`src/rtl/mii_io_tx_ms.sv`:
```
// Multi-speed MII transmit-side I/O: TX_CLK generation, per-period capture of TX_EN/TX_ER/TXD
// with a clock-enable strobe, isolate gating. Optional jabber guard under MII_IO_TX_JABBER_EN.
module mii_io_tx_ms #(
  parameter int unsigned DIV_FAST     = 5,
  parameter int unsigned DIV_SLOW     = 50,
  parameter int unsigned JABBER_LIMIT = 50000
) (
  input  logic       clk,
  input  logic       rst_n,
  input  logic       speed,
  input  logic       isolate,
  output logic       ce,
  output logic       enable,
  output logic       err,
  output logic [3:0] data,
  output logic       jabber,
  output logic       tx_clk,
  output logic       tx_clk_oe,
  input  logic       tx_en,
  input  logic       tx_er,
  input  logic [3:0] txd
);

  localparam int unsigned DIV_MAX = (DIV_FAST > DIV_SLOW) ? DIV_FAST : DIV_SLOW;
  localparam int unsigned PW      = $clog2(DIV_MAX);

  localparam logic [PW-1:0] LAST_FAST = PW'(DIV_FAST - 1);
  localparam logic [PW-1:0] LAST_SLOW = PW'(DIV_SLOW - 1);
  localparam logic [PW-1:0] HALF_FAST = PW'((DIV_FAST + 1) / 2);
  localparam logic [PW-1:0] HALF_SLOW = PW'((DIV_SLOW + 1) / 2);

  logic [PW-1:0] phase_q, phase_d;
  logic          speed_q, speed_d;
  logic          tx_clk_q, tx_clk_d;
  logic          ce_q, ce_d;
  logic          raw_en_q, raw_en_d;
  logic          raw_er_q, raw_er_d;
  logic [3:0]    data_q, data_d;
  logic [PW-1:0] last_c;
  logic [PW-1:0] half_d;
  logic          wrap_c;

  assign last_c = speed_q ? LAST_FAST : LAST_SLOW;
  assign wrap_c = (phase_q == last_c);

  // Period sequencing: speed and capture only change on the wrap edge.
  always_comb begin
    phase_d  = phase_q + PW'(1);
    speed_d  = speed_q;
    ce_d     = 1'b0;
    raw_en_d = raw_en_q;
    raw_er_d = raw_er_q;
    data_d   = data_q;
    if (wrap_c) begin
      phase_d  = '0;
      speed_d  = speed;
      ce_d     = 1'b1;
      raw_en_d = tx_en;
      raw_er_d = tx_er;
      data_d   = txd;
    end
    half_d   = speed_d ? HALF_FAST : HALF_SLOW;
    tx_clk_d = (phase_d < half_d);
  end

  always_ff @(posedge clk or negedge rst_n) begin
    if (!rst_n) begin
      phase_q  <= '0;
      speed_q  <= 1'b1;
      tx_clk_q <= 1'b1;
      ce_q     <= 1'b0;
      raw_en_q <= 1'b0;
      raw_er_q <= 1'b0;
      data_q   <= 4'h0;
    end else begin
      phase_q  <= phase_d;
      speed_q  <= speed_d;
      tx_clk_q <= tx_clk_d;
      ce_q     <= ce_d;
      raw_en_q <= raw_en_d;
      raw_er_q <= raw_er_d;
      data_q   <= data_d;
    end
  end

`ifdef MII_IO_TX_JABBER_EN
  localparam int unsigned   JW      = 16;
  localparam logic [JW-1:0] JAB_MAX = JW'(JABBER_LIMIT);

  logic [JW-1:0] jab_cnt_q, jab_cnt_d, jab_inc;
  logic          jabber_q, jabber_d;

  // Count consecutive captured TX_EN nibbles; any idle capture clears the guard.
  always_comb begin
    jab_inc   = (jab_cnt_q < JAB_MAX) ? (jab_cnt_q + JW'(1)) : jab_cnt_q;
    jab_cnt_d = jab_cnt_q;
    jabber_d  = jabber_q;
    if (wrap_c) begin
      if (tx_en) begin
        jab_cnt_d = jab_inc;
        jabber_d  = (jab_inc >= JAB_MAX);
      end else begin
        jab_cnt_d = '0;
        jabber_d  = 1'b0;
      end
    end
  end

  always_ff @(posedge clk or negedge rst_n) begin
    if (!rst_n) begin
      jab_cnt_q <= '0;
      jabber_q  <= 1'b0;
    end else begin
      jab_cnt_q <= jab_cnt_d;
      jabber_q  <= jabber_d;
    end
  end

  assign jabber = jabber_q;
`else
  // Limit only matters when the jabber guard is built.
  localparam int unsigned unused_jabber_limit = JABBER_LIMIT;
  assign jabber = 1'b0;
`endif

  assign ce        = ce_q;
  assign data      = data_q;
  assign tx_clk    = tx_clk_q;
  assign tx_clk_oe = ~isolate;
  assign enable    = raw_en_q & ~isolate & ~jabber;
  assign err       = raw_er_q & enable;

endmodule

```
`config.mk`:
```
export PLATFORM = sky130hd
export DESIGN_NAME = mii_io_tx_ms
export DESIGN_NICKNAME = d
export VERILOG_FILES = /design/src/rtl/mii_io_tx_ms.sv
export SDC_FILE = /design/constraint.sdc
export NUM_CORES = 1
export LEC_CHECK = 0
export ABC_AREA = 1
export BUFFER_PORTS_ARGS = -buffer_cell sky130_fd_sc_hd__buf_2
export CORE_MARGIN = 2
export CORE_UTILIZATION = 54
export CTS_BUF_LIST = sky130_fd_sc_hd__clkbuf_16
export DETAILED_ROUTE_END_ITERATION = 8
export GPL_TIMING_DRIVEN = 0
export PLACE_DENSITY = 0.81
export SLEW_MARGIN = 20
export SYNTH_ARGS = -nofsm -noshare
export SYNTH_HDL_FRONTEND = slang
export SYNTH_SLANG_ARGS = --single-unit
```
`constraint.sdc`:
```
create_clock -name clk -period 3.7 [get_ports clk]
set_input_delay 0.185 -clock clk [delete_from_list [all_inputs] [get_ports clk]]
set_output_delay 0.185 -clock clk [all_outputs]
set_load 0.005 [all_outputs]
```
### After elaboration in Yosys (flattened, before gate mapping)

Index checks and enable logic that the tools add are counted.

| storage, ports and cells | value |
|---|---|
| bits in registers | 15 |
| input bits | 10 |

| operators by class | value |
|---|---|
| add/sub/neg operators | 1 |
| order comparisons | 1 |
| eq/ne operators | 1 |
| mux-type cells | 5 |
| bitwise gates (word level) | 3 |

Operator list:

| operator | number |
|---|---|
| two-way mux 6 bit | 2 |
| adder 6 x 1 -> 6 bit (second input constant) | 1 |
| equality test 6 bit | 1 |
| less-than comparator 6 x 5 -> 1 bit | 1 |
| two-way mux 5 bit | 1 |
| bitwise AND 1 bit | 2 |
| two-way mux 1 bit | 2 |
| NOT 1 bit | 1 |

### Depth between registers and ports, before layout

Gate-level depths: netlist of the first run.

| logic depth | value |
|---|---|
| depth after elaboration | 5 |
| gate-level depth with buffers | 14 |
| gate-level depth less buffers | 14 |

### Worst setup path before layout of the first run

Ideal clock, no wire load.

| path | value |
|---|---|
| kind | reg-to-reg |
| start point | register speed_q |
| end point | register tx_clk_q, in the netlist tx_clk |
| setup time | 0.067 ns |
| arrival time | 1.670 ns |
| data required time | 3.633 ns |
| slack | 1.963 ns |
| stages on the path, launching flop included | 13 |
| buffers on the path | 1 |
| period minus slack after synthesis | 1.737 ns |
| path through | dfstp_2 -> inv_1 -> nand2_1 -> nand3_4 -> inv_4 -> buf_12 -> nor2_1 -> ha_1 -> nand2_1 -> inv_1 -> nand3_1 -> nand3_1 -> nor2_1 |

| on the way | value |
|---|---|
| elaborated cells between the ends (all ways) | 6 |
| those cells by class | order compare: 1; eq/ne: 1; mux: 4 |

RTL lines:

| item | line | text |
|---|---|---|
| from (decl) | 33 | `logic speed_q, speed_d;` |
| from (signal assigned) | 77 | `speed_q <= speed_d;` |
| two-way mux 6 bit | 43 | `assign last_c = speed_q ? LAST_FAST : LAST_SLOW;` |
| equality test 6 bit | 44 | `assign wrap_c = (phase_q == last_c);` |
| two-way mux 6 bit | 54 | `if (wrap_c) begin` |
| via phase_d[4] | 32 | `logic [PW-1:0] phase_q, phase_d;` |
| less-than comparator 6 x 5 -> 1 bit | 63 | `tx_clk_d = (phase_d < half_d);` |
| via tx_clk_d | 34 | `logic tx_clk_q, tx_clk_d;` |
| to (signal assigned) | 78 | `tx_clk_q <= tx_clk_d;` |
| to (decl) | 34 |  |

The timed path passes the listed nets, and every way through them passes these cells.
A chain may end at the register's enable or synchronous reset.

### Worst setup path in the final report of the first run

| path | value |
|---|---|
| start point | register phase_q[0] |
| end point | register tx_clk_q, in the netlist tx_clk |

| on the way | value |
|---|---|
| elaborated cells between the ends (all ways) | 6 |
| those cells by class | add/sub: 1; order compare: 1; eq/ne: 1; mux: 3 |

RTL lines:

| item | line | text |
|---|---|---|
| from (decl) | 32 |  |
| from (signal assigned) | 76 | `phase_q <= phase_d;` |
| adder 6 x 1 -> 6 bit / equality test 6 bit (equally long branches) | 48, 44 |  |
| two-way mux 6 bit (*) | 54 |  |
| via phase_d[4] | 32 |  |
| less-than comparator 6 x 5 -> 1 bit (*) | 63 |  |
| via tx_clk_d | 34 |  |

The timed path passes the listed nets; every way through them passes the cells marked *.

==> flow_summary.yaml, run 1 <==
run_status:
  status: "complete, no violations"
synth:
  syn_area_per_cell_um2: 8.99
  yosys_warnings: 0
  ys_seq_elements: 15
  netlist_area_um2: 782
  synth_nets: 101
  ys_types: 21
  seq_area_frac_synth_pct: 48.3
  syn_inst: 87
pwr:
  netSwitchingFraction_pct: 40.8
  power.internal_w: 0.000582
  power_frac_comb_pct: 46.9
  power_w: 0.000983
  ir_drop_v: 0.000573
  power_density_nw_per_um2: 1000
  power.share.clock_pct: 21.3
  power_frac_seq_pct: 31.8
  total_leakage_power_nw: 0.540
  switchingPower_w: 0.000401
timing:
  drv_slew: 0
  setup_violations: 0
  period_share_pct: 56.0
  tns_ns: 0
  grt_setup_unrepaired: "false"
  hold_viol: 0
  hold-worst-slack_ns: 0.139
  min_period_ns: 2.07
  clock_skew_ns: 0.00226
  clock.fmax_ghz: 0.483
global_route:
  grt_pass1_wl_mm: 3.02
  grt_usage_pct: 22.4
  grt_overflow: 0
  grt_antenna_before_repair: 0
  first_global_vias: 688
  grt_start_max_net_pins: 16
routing:
  viasPerCell: 5.06
  drt_iter0_markers: 9
  dr_total_vias: 633
  ant_nets: 0
  drc: 0
  drt_wl_total_mm: 1.66
  firstDrtPassIters: 4
  wl_per_cell_um: 13.3
clocking:
  cts_buffer_depth: 2
  clk_latency_ns: 0.24
  cts_buffers: 3
  cts-root-buf: "clkbuf_16"
  clkTransAtPathRegs_ns: 0.05
  htreeDepth: 1
  clock-sinks: 15
  cts_setup_buffers: 0
  cts_tree: "yes"
critical_path:
  crit_type: "flop to flop"
  crit_fanout: 10
  critical_path_arrival_ns: 2.24
  cp.required_ns: 3.87
  cp-end-kind: "flop"
  critPathLaunchType: "flop"
cells_and_area:
  post-route-util_pct: 73.5
  final_common_cell: "buf_2"
  area_growth_pct: 25.4
  nets: 125
  fillers: 94
  most-common-layout-cells: "buf_2 (18), nand2_1 (14), inv_1 (13), dfrtp_1 (13), nand2_2 (9)"
  diodes: 0
  stdcell_area_um2: 981
  final_layout_size_suffix_gt1_share_pct: 36.4
run:
  cap_violations: 0
floorplanning:
  design.core.area_um2: 1330
  die_area_um2: 1770
  rows: 13
  start_util_pct: 58.6
  die_h_um: 42.1
  die_w_um: 42.1
  ios: 20
placed_design:
  place_area_um2: 891
  placement.io_buffers: 18
  gp_congestion: 0.819
  dp_hpwl_mm: 1.02
worst_hold_path:
  hold_class: "primary input to flop"
==> metal layers <==
metal	track usage (%)	routed length (µm)
met2	42.8	925
met1	26.9	673
met5	0	0
met4	3.75	10
met3	3.02	49
==> cells in the mapped netlist <==
cell,n,area (µm²)
a21oi_1,2,10.0
buf_12,1,20.0
buf_4,1,7.51
conb_1,1,3.75
dfrtp_1,13,325
dfstp_2,2,52.6
ha_1,4,50.1
inv_1,13,48.8
inv_2,1,3.75
inv_4,1,6.26
nand2_1,14,52.6
nand2_2,9,56.3
nand3_1,7,35.0
nand3_4,1,17.5
nand4_1,1,6.26
nor2_1,8,30.0
nor2_2,1,6.26
nor3_1,1,5.00
o21ai_1,2,10.0
o21ai_2,1,8.76
xor2_1,3,26.3
==> final timing paths <==
path	from	endpoint	slack (ns)	cells past startpoint
worst max-delay path	phase_q[0]$_DFF_PN0_	tx_clk$_DFF_PN1_	1.63	13
worst min-delay path	txd[0]	data[0]$_DFFE_PN0N_	0.14	3
worst max register to register	phase_q[0]$_DFF_PN0_	tx_clk$_DFF_PN1_	1.63	13
worst min register to register	data[0]$_DFFE_PN0N_	data[0]$_DFFE_PN0N_	0.49	2
max in group asynchronous	rst_n	speed_q$_DFF_PN1_	3.04	2
min in group asynchronous	rst_n	data[0]$_DFFE_PN0N_	0.37	2
==> worst max-delay path, cell delays in order, from the launching register on <==
cell     delay, ns
dfrtp_1       0.45
nor2_2        0.12
nand2_1       0.06
nand2_2       0.07
nand3_4       0.14
inv_4         0.12
buf_12        0.13
nor2_1        0.06
ha_1          0.33
nand2_1       0.09
inv_1         0.06
nand3_1       0.09
nand3_1       0.09
nor2_1        0.16
==> kinds of logic after synthesis <==
logic type | share of synthesized area, %
compound gates | 3.68
xor+xnor | 3.36
fa+ha+maj | 6.40
buf+inv | 11.0
flops | 48.3
other cells | 0.480
simple gates | 26.7
==> flip-flops by register name (all words and copies together) (netlist names) <==
name / count
ce: 1
phase_q: 6
raw_er_q: 1
speed_q: 1
data: 4
tx_clk: 1
raw_en_q: 1
==> per-stage QoR <==
stage,cells,setup slack [ns]
after floorplan,87,1.96
after global placement,120,1.84
after detailed placement,120,1.77
after CTS,125,1.65
after global routing,125,1.48
final,125,1.63
==> final cells by class <==
| type | instances | area (µm²) | area share, % |
|---|---|---|---|
| Clock inverter | 1 | 5.00 | 0.510 |
| Inverter | 15 | 58.8 | 5.99 |
| Clock buffer | 3 | 75.1 | 7.65 |
| Timing Repair Buffer | 19 | 100 | 10.2 |
| Multi-Input combinational cell | 55 | 318 | 32.4 |
| Sequential cell | 15 | 378 | 38.5 |
| Tap cell | 15 | 18.8 | 1.91 |
| Buffer | 2 | 27.5 | 2.81 |
==> timing repair <==
action | 4_1_cts | 5_1_grt
hold buffers | 1 | 0
resized for setup | 0 | 0
hold endpoints to repair | 13 | 0
==> power groups by stage <==
stage          clock network, W  logic [W]  registers [W]
2_1_floorplan                 0   0.000308       0.000307
3_3_place_gp                  0   0.000392       0.000309
3_5_place_dp                  0   0.000417       0.000310
4_1_cts                0.000211   0.000452       0.000311
5_1_grt                0.000218   0.000521       0.000323
6_report               0.000209   0.000462       0.000313
Note: power is estimated with default switching activity, not from simulation.
==> inputs of run 2 (changes only) <==
Settings changed: ABC_AREA 1 to 0, CORE_UTILIZATION 54 to 45, PLACE_DENSITY 0.81 to 0.72.
Clock period 3.7 ns to 1.8 ns, I/O delays scaled along.
==> run 2 against run 1 <==
Effect of this change: the flow now finishes with violations (setup timing); die area grew 15%; sequential share of layout area decreased by 3.4 points; synthesized cell count shrank 26%; synthesized area fell by 2.6%; non-clock buffer count is 6 higher; hold slack worse by 0.064 ns; global-route usage fell by 3.5 points; power down 17%; clock-buffer cell count stayed put; clock power rose by 100%; final area is 11% higher; critical endpoint unchanged.
==> flow_summary.yaml, run 2 <==
cells_and_area:
  largest_reg_flops: 6
  area_growth_pct: 42.7
  diodes: 0
  stdcell_area_um2: 1090
  most-common-layout-cells: "buf_2 (18), dfrtp_1 (10), buf_4 (8), nand2_1 (4), mux2_2 (4)"
  layoutNonFillerInstCount: 110
  post-route-util_pct: 70.5
  final_common_cell: "buf_2"
  fillers: 100
  top_register: "phase_q"
  nets: 109
  final_layout_size_suffix_gt1_share_pct: 56.4
placed_design:
  dp_cells: 98
  placement.io_buffers: 18
  dp_hpwl_um: 969
  gp_congestion: 0.727
  place_area_um2: 878
synth:
  synth_ff_type: "dfrtp_1"
  synth_edf_count: 0
  ys_types: 27
  synth_top_area_share_pct: 42.7
  ys_seq_elements: 15
  yosys-top-cells-area: "dfrtp_1 (43%), dfstp_2 (6.9%), ha_1 (6.6%)"
  synth_nets: 78
  yosys_warnings: 0
  yosysMostFrequentCell: "dfrtp_1"
  synthArstFlopShare_pct: 100
  synth_common_cells: "dfrtp_1 (13), nor2_1 (6)"
  syn_area_per_cell_um2: 11.9
  synth_area_leader_cell: "dfrtp_1"
  netlist_area_um2: 762
  seq_area_frac_synth_pct: 49.6
  syn_inst: 64
timing:
  min_period_ns: 2.00
  tns_ns: -0.203
  setup_violations: 1
  hold_viol: 0
  worst_slack_ns: -0.203
  grt_setup_unrepaired: "true"
  period_share_pct: 111
  hold-worst-slack_ns: 0.0748
  drv_slew: 0
  clock_skew_ns: 0.00187
  clock.fmax_ghz: 0.499
routing:
  viasPerCell: 5.25
  firstDrtPassIters: 3
  drc: 0
  dr_total_vias: 578
  wl_per_cell_um: 14.8
  drt_iter0_markers: 11
  drt_wl_total_mm: 1.63
  ant_nets: 0
floorplanning:
  rows: 14
  ios: 20
  die_h_um: 45.2
  die_w_um: 45.2
  design.core.area_um2: 1540
  die_area_um2: 2040
  start_util_pct: 49.4
run_status:
  status: "finished with violations"
  failed_checks: "setup timing"
critical_path:
  critical_path_arrival_ns: 2.18
  cp-end-kind: "flop"
  cp.required_ns: 1.97
  critPathLaunchType: "flop"
  crit_type: "flop to flop"
  crit_fanout: 7
clocking:
  htreeDepth: 1
  cts_buffer_depth: 2
  cts_buffers: 3
  clk_latency_ns: 0.24
  clkTransAtPathRegs_ns: 0.05
  cts_tree: "yes"
  cts-root-buf: "clkbuf_16"
  clock-sinks: 15
global_route:
  grt_overflow: 0
  grt_pass1_wl_mm: 2.53
  grt_start_max_net_pins: 16
  first_global_vias: 575
  grt_antenna_before_repair: 0
  grt_usage_pct: 18.8
pwr:
  power_density_nw_per_um2: 752
  ir_drop_v: 0.000704
  total_leakage_power_nw: 0.516
run:
  cap_violations: 0
worst_hold_path:
  hold_class: "primary input to flop"
run 2: changes by cell type after synthesis, moves of 4 or more:
| cell | delta |
|---|---|
| inv_1 | -12 |
| nand2_1 | -10 |
| nand2_2 | -9 |
| mux2_2 | +4 |
| nand3_1 | -4 |
| o21a_1 | +4 |
run 2: power breakdown:
group	switching [W]	leakage (nW)	internal, W
combinational	0.0000221	0.295	0.0000260
clock	0.000131	0.0423	0.000294
sequential	0.00000196	0.179	0.000343
total	0.000155	0.516	0.000663
run 2: logic make-up after synthesis:
logic type	synth area share [%]
xor+xnor	3.45
flops	49.6
simple gates	17.2
fa+ha+maj	6.57
mux	9.85
other cells	0.492
buf+inv	2.30
compound gates	10.5
run 2: final cells by class:
cell class                      instances  area, µm²  share of cell area (%)
Clock buffer                            3       75.1                    6.90
Inverter                                2       10.0                   0.921
Clock inverter                          1       3.75                   0.345
Buffer                                  1       7.51                   0.690
Timing Repair Buffer                   26        153                    14.0
Multi-Input combinational cell         46        437                    40.2
Tap cell                               16       20.0                    1.84
Sequential cell                        15        382                    35.1
run 2: routing by layer:
layer / global-route usage, % / up-vias / part of all wire [%]
met3: 6.00 / 4 / 4.6
met5: 0 / - / 0
met4: 12.9 / 0 / 2.5
met2: 29.1 / 15 / 50
li1: - / 285 / -
met1: 22.1 / 274 / 43
run 2: repair_timing:
action | 4_1_cts | 5_1_grt
hold endpoints to repair | 13 | 0
setup buffers | 3 | 4
pin swaps | 4 | 4
setup endpoints to repair | 1 | 1
gates resized for setup | 7 | 6
hold buffers | 1 | 0
run 2: through the flow:
step,setup slack [ns],total power (W)
global placement,-0.345,0.000390
floorplan,-0.121,0.000367
detailed placement,-0.367,0.000391
finish,-0.203,0.000818
CTS,-0.221,0.000823
global route,-0.293,0.000855
run 2: path summary, 6_finish.rpt:
path,from,slack [ns],end,depth (start not counted)
min reg2reg,data[0]$_DFFE_PN0N_,0.50,data[0]$_DFFE_PN0N_,1
max reg2reg,phase_q[4]$_DFF_PN0_,-0.20,tx_clk$_DFF_PN1_,9
max,phase_q[4]$_DFF_PN0_,-0.20,tx_clk$_DFF_PN1_,9
min,tx_er,0.07,raw_er_q$_DFFE_PN0N_,2
min in group asynchronous,rst_n,0.28,phase_q[1]$_DFF_PN0_,2
max in group asynchronous,rst_n,1.23,tx_clk$_DFF_PN1_,2
run 2: worst max-delay path, cell delays in order (launching register included):
cell and delay [ns]:
dfrtp_2 0.44, nor4b_4 0.32, and2_4 0.20, o21ai_4 0.10
and2_4 0.17, ha_4 0.25, nand4b_1 0.09, a31oi_1 0.19
a211oi_2 0.06, o21a_1 0.11
